[src/rtl/spi_flash_arbiter.sv]
// -----------------------------------------------------------------------------
// spi_flash_arbiter
//
// Shares one SPI flash between two SPI masters: requester 0 (USB bootloader)
// and requester 1 (auxiliary flash reader). A requester raises rqN_req, waits
// for rqN_gnt, and then drives the flash directly through a zero-latency mux.
// Ties in IDLE are broken round-robin. After every grant the flash CS is held
// high for TURNAROUND_CYCLES cycles. A grant held for TIMEOUT_CYCLES cycles is
// forcibly revoked, and timeout_err pulses for one cycle.
//
// Parameters
//   TURNAROUND_CYCLES  CS-high gap between grants, 1..255
//   TIMEOUT_CYCLES     maximum grant length in cycles, 2..65535
//
// Ports
//   clk_48mhz           clock
//   reset               synchronous, active-high reset
//   rqN_req             bus request from requester N
//   rqN_gnt             bus granted to requester N (registered)
//   rqN_cs/mosi/sck     SPI master outputs of requester N
//   rqN_miso            flash MISO routed to requester N (0 when not granted)
//   spi_cs/mosi/sck     shared flash pins (idle: cs=1, sck=0, mosi=0)
//   spi_miso            shared flash MISO
//   busy                high whenever the arbiter is not IDLE
//   timeout_err         one-cycle pulse on a forced release
// -----------------------------------------------------------------------------
module spi_flash_arbiter #(
    parameter int unsigned TURNAROUND_CYCLES = 4,
    parameter int unsigned TIMEOUT_CYCLES    = 65535
) (
    input  logic clk_48mhz,
    input  logic reset,
    input  logic rq0_req,
    input  logic rq1_req,
    output logic rq0_gnt,
    output logic rq1_gnt,
    input  logic rq0_cs,
    input  logic rq0_mosi,
    input  logic rq0_sck,
    input  logic rq1_cs,
    input  logic rq1_mosi,
    input  logic rq1_sck,
    output logic rq0_miso,
    output logic rq1_miso,
    output logic spi_cs,
    output logic spi_mosi,
    output logic spi_sck,
    input  logic spi_miso,
    output logic busy,
    output logic timeout_err
);

    typedef enum logic [1:0] {
        IDLE   = 2'd0,
        GRANT0 = 2'd1,
        GRANT1 = 2'd2,
        GAP    = 2'd3
    } state_e;

    // Terminal counts: the counters clear on state entry, so the last cycle
    // of a state is the one where the counter equals the length minus one.
    localparam logic [15:0] GRANT_LAST = 16'(TIMEOUT_CYCLES - 1);
    localparam logic [7:0]  GAP_LAST   = 8'(TURNAROUND_CYCLES - 1);

    state_e      state_q;
    logic        last_q;        // requester served most recently
    logic [15:0] grant_cnt_q;
    logic [7:0]  gap_cnt_q;
    logic        gnt0_q;
    logic        gnt1_q;
    logic        busy_q;
    logic        timeout_err_q;

    logic [15:0] grant_cnt_d;
    logic [7:0]  gap_cnt_d;
    logic        pick_valid;
    logic        pick1;
    logic        release_hit;
    logic        timeout_hit;

    assign grant_cnt_d = grant_cnt_q + 16'd1;
    assign gap_cnt_d   = gap_cnt_q + 8'd1;

    // Round-robin: on a tie requester 1 wins only if requester 0 was last.
    assign pick_valid  = rq0_req | rq1_req;
    assign pick1       = rq1_req & (~rq0_req | ~last_q);

    // A dropped request only releases the bus once the owner has raised CS,
    // so a transfer in flight is never cut short by the request line.
    assign release_hit = gnt1_q ? (~rq1_req & rq1_cs) : (~rq0_req & rq0_cs);
    assign timeout_hit = (grant_cnt_q == GRANT_LAST);

    always_ff @(posedge clk_48mhz) begin
        if (reset) begin
            state_q       <= IDLE;
            last_q        <= 1'b1;
            grant_cnt_q   <= '0;
            gap_cnt_q     <= '0;
            gnt0_q        <= 1'b0;
            gnt1_q        <= 1'b0;
            busy_q        <= 1'b0;
            timeout_err_q <= 1'b0;
        end else begin
            timeout_err_q <= 1'b0;
            case (state_q)
                IDLE: begin
                    if (pick_valid) begin
                        state_q     <= pick1 ? GRANT1 : GRANT0;
                        last_q      <= pick1;
                        grant_cnt_q <= '0;
                        gnt0_q      <= ~pick1;
                        gnt1_q      <= pick1;
                        busy_q      <= 1'b1;
                    end
                end
                GRANT0, GRANT1: begin
                    grant_cnt_q <= grant_cnt_d;
                    // Timeout takes precedence over a coincident release.
                    if (timeout_hit || release_hit) begin
                        state_q       <= GAP;
                        gap_cnt_q     <= '0;
                        gnt0_q        <= 1'b0;
                        gnt1_q        <= 1'b0;
                        timeout_err_q <= timeout_hit;
                    end
                end
                GAP: begin
                    gap_cnt_q <= gap_cnt_d;
                    if (gap_cnt_q == GAP_LAST) begin
                        state_q <= IDLE;
                        busy_q  <= 1'b0;
                    end
                end
                default: begin
                    state_q <= IDLE;
                    gnt0_q  <= 1'b0;
                    gnt1_q  <= 1'b0;
                    busy_q  <= 1'b0;
                end
            endcase
        end
    end

    assign rq0_gnt     = gnt0_q;
    assign rq1_gnt     = gnt1_q;
    assign busy        = busy_q;
    assign timeout_err = timeout_err_q;

    // Zero-cycle pass-through for the owner; parked pins otherwise.
    assign spi_cs   = gnt0_q ? rq0_cs   : (gnt1_q ? rq1_cs   : 1'b1);
    assign spi_mosi = gnt0_q ? rq0_mosi : (gnt1_q ? rq1_mosi : 1'b0);
    assign spi_sck  = gnt0_q ? rq0_sck  : (gnt1_q ? rq1_sck  : 1'b0);
    assign rq0_miso = gnt0_q & spi_miso;
    assign rq1_miso = gnt1_q & spi_miso;

endmodule

[config.mk]
export PLATFORM = sky130hd
export DESIGN_NAME = spi_flash_arbiter
export DESIGN_NICKNAME = d
export VERILOG_FILES = /design/src/rtl/spi_flash_arbiter.sv
export SDC_FILE = /design/constraint.sdc
export NUM_CORES = 1
export LEC_CHECK = 0
export BUFFER_PORTS_ARGS = -buffer_cell sky130_fd_sc_hd__buf_4
export CAP_MARGIN = 40
export CORE_AREA = 3 3 67 69
export DETAILED_ROUTE_END_ITERATION = 10
export DIE_AREA = 0 0 70 72
export GPL_ROUTABILITY_DRIVEN = 0
export MAX_ROUTING_LAYER = met4
export PLACE_DENSITY = 0.64
export SYNTH_ARGS = -nofsm -noshare
export SYNTH_HDL_FRONTEND = slang
export SYNTH_SLANG_ARGS = --single-unit
[constraint.sdc]
create_clock -name clk_48mhz -period 2.7 [get_ports clk_48mhz]
set_input_delay 0 -clock clk_48mhz [delete_from_list [all_inputs] [get_ports clk_48mhz]]
set_output_delay 0 -clock clk_48mhz [all_outputs]
set_load 0.05 [all_outputs]
==> impl_metrics.yaml <==
worst_setup_path:
  cpLargestDelayFamily: "simple AND/OR/NAND/NOR gates"
  worstPathCellList: "inv_1 > ha_1 > or3b_2 > o211ai_2 > mux2_4"
  path_buf_inv: 1
  cp_max_fo: 11
  cp-end-kind: "flip-flop"
  worst-endpoint-arrival_ns: 2.06
  cp_slowest_cell: "or3b_2"
  worst-setup-path-type: "flip-flop to flip-flop"
  cpPeakStageDelay_ns: 0.61
  cp.required_ns: 2.87
  startpoint_type: "flip-flop"
final_layout:
  fillers: 389
  multiInputGateArea_sq_um: 1070
  final_cell_mix: "31 x dfxtp_1, 20 x buf_4, 18 x nand2_1"
  synthToLayoutAreaGrowth_pct: 15.7
  drive_gt1_share_pct: 18.5
  final_cells: 282
  mostFrequentLayoutCell: "dfxtp_1"
  antenna_cells: 0
  seq_area_sq_um: 621
  nets: 247
sta:
  slew_headroom_pct: 66.1
  fin_crit_ns: 1.89
  period_share_pct: 70.0
  fin_tns_setup_ns: 0
  rsz0062_at_grt: "false"
  max_freq_mhz: 529
  finalClockSkew_ns: 0.00718
  finalHoldViolCount: 0
  worst_slew_pin_slew_ns: 0.508
  setup_viol: 0
  slew_violations: 0
  fin_ws_ns: 0.809
synth:
  synth_seq_area_share_pct: 34.9
  ys_ff_latch: 31
  synthesis.area_per_instance_sq_um: 8.42
  ys.flop_type: "dfxtp_1"
  synth_top_area_share_pct: 34.9
  synthCells: 211
  synthTopCellsByArea: "dfxtp_1 35%, a21oi_1 4.8%, o21ai_0 4.5%"
  synth_edf_count: 0
  syn_nets: 227
  yosysUniqueCellTypes: 55
  async_reset_ff_share_pct: 0
  synth_top_cell_by_area: "dfxtp_1"
  netlist_area_sq_um: 1780
  ys_warn_count: 0
place:
  place_inst: 273
  post-place-ws_ns: 0.823
  port_buffers: 19
  dp_hpwl_microns: 2790
global_route:
  grt_max_degree: 16
  grt.total_usage_pct: 17.2
  grt_pass1_vias: 1480
  antenna_found_initial: 0
  grt_pass1_wl_microns: 6930
  gr-total-overflow: 0
routing:
  viasPerCell: 5.65
  dr.pass1.iters: 4
  wl_microns: 3950
  drt_iter0_drc: 116
  num_vias: 1593
  ant_nets: 0
  drc: 0
  wl_per_cell_microns: 14.0
cts:
  clkLatencyLatePin_ns: 0.28
  cts_tree: "built"
  h-tree-depth: 2
  cts-root-buf: "clkbuf_8"
  cts_hold_buf: 1
  clk_pin_slew_ns: 0.07
  post_cts_resized: 0
  clock-sinks: 31
  post_cts_buffers: 0
  numCtsBuffers: 5
  cts_buffer_depth: 2
job:
  drv_cap: 0
power:
  ir_drop_uv: 638
  switchingPower_uw: 695
  power_frac_comb_pct: 42.9
  seqPwrFrac_pct: 32.8
  switching_share_pct: 41.7
  clkPwrFrac_pct: 24.3
  power.internal_uw: 971
  power_density_nw_per_um2: 810
  leakage_uw: 0.000766
floorplan:
  rows: 23
  design.core.area_sq_um: 3970
  pin_count: 20
  die_x_microns: 70
  start_util_pct: 44.7
  die_y_microns: 72
  die_area_sq_um: 5040
outcome:
  status: "complete, no violations"
min_path:
  hold_path_class: "primary input to flip-flop"
## stage by stage
step | area [sq um] | total power [uW] | hold WS (ns) | utilization [%]
after floorplan | 1780 | 1100 | 0.130 | -
after global placement | 1950 | 1260 | 0.277 | 49.0
after detailed placement | 1950 | 1260 | 0.283 | 49.0
after CTS | 2060 | 1670 | 0.00475 | 51.8
after global routing | 2060 | 1770 | 0.0159 | 51.8
final | 2060 | 1670 | 0.0157 | 51.8
## layer usage
| layer | GRT usage (%) | vias up | routed length (microns) |
|---|---|---|---|
| met1 | 24.8 | 739 | 2110 |
| met5 | - | - | 0 |
| met2 | 23.7 | 37 | 1600 |
| met3 | 4.16 | 2 | 223 |
| li1 | - | 815 | - |
| met4 | 5.11 | 0 | 15 |
## worst reg2reg max path, delay by kind of cell, from the launching register on
family,cells,cell delay [ns]
and+or+nand+nor,1,0.62
DFF,1,0.32
muxes,1,0.32
adders and majority gates,1,0.31
AOI/OAI and AO/OA,1,0.14
buffers and inverters,1,0.08
## cells in the mapped netlist (2+ instances only)
cell type,instances
and2_1,4
a21oi_1,17
dfxtp_1,31
nand4_4,2
nand2_1,18
o32ai_1,2
a22o_1,2
nor2b_1,5
xor2_1,2
xnor2_1,3
nor2_1,13
or2_2,2
o211a_1,2
nand4_1,4
ha_1,5
and3_1,4
buf_2,2
nor3_1,4
or3_1,10
nand3_1,11
nand2b_1,3
clkbuf_1,3
inv_1,11
o221ai_1,2
o21ai_0,16
o221a_2,2
or4_1,2
and4_4,2
## power groups by stage
stage / logic [uW] / registers (uW) / clock network (uW)
2_1_floorplan: 494 / 602 / 0
5_1_grt: 782 / 553 / 439
3_5_place_dp: 707 / 555 / 0
4_1_cts: 710 / 545 / 418
3_3_place_gp: 710 / 554 / 0
6_report: 715 / 546 / 405
## cells by family after synthesis
group,synth area share [%]
AO/OA/AOI/OAI,20.8
multiplexers,1.41
buffers and inverters,4.79
flip-flops,34.9
XOR/XNOR,2.47
adder cells (fa/ha/maj),3.52
AND/OR/NAND/NOR,32.1
## flip-flops by register name (all words and copies together) (netlist names)
name / count
grant_cnt_q: 16
rq1_gnt: 1
state_q: 2
busy: 1
rq0_gnt: 1
gap_cnt_q: 8
timeout_err: 1
last_q: 1
## layout make-up
class | count | area share [%]
clock buffers | 8 | 4.87
inverters | 11 | 2.01
multi-input cells | 161 | 52.1
flip-flops and latches | 31 | 30.2
well taps | 50 | 3.04
repair buffers | 21 | 7.79
## worst paths after layout
kind                           startpoint                      endpoint  slack, ns  cells after the start
max               state_q[0]$_SDFFE_PP0P_       state_q[0]$_SDFFE_PP0P_       0.81                      5
min                               rq1_req          rq1_gnt$_SDFFE_PP0P_       0.02                      3
min reg2reg  grant_cnt_q[15]$_SDFFE_PP0P_  grant_cnt_q[15]$_SDFFE_PP0P_       0.49                      2
max reg2reg       state_q[0]$_SDFFE_PP0P_       state_q[0]$_SDFFE_PP0P_       0.81                      5
(Power assumes the default switching activity.)
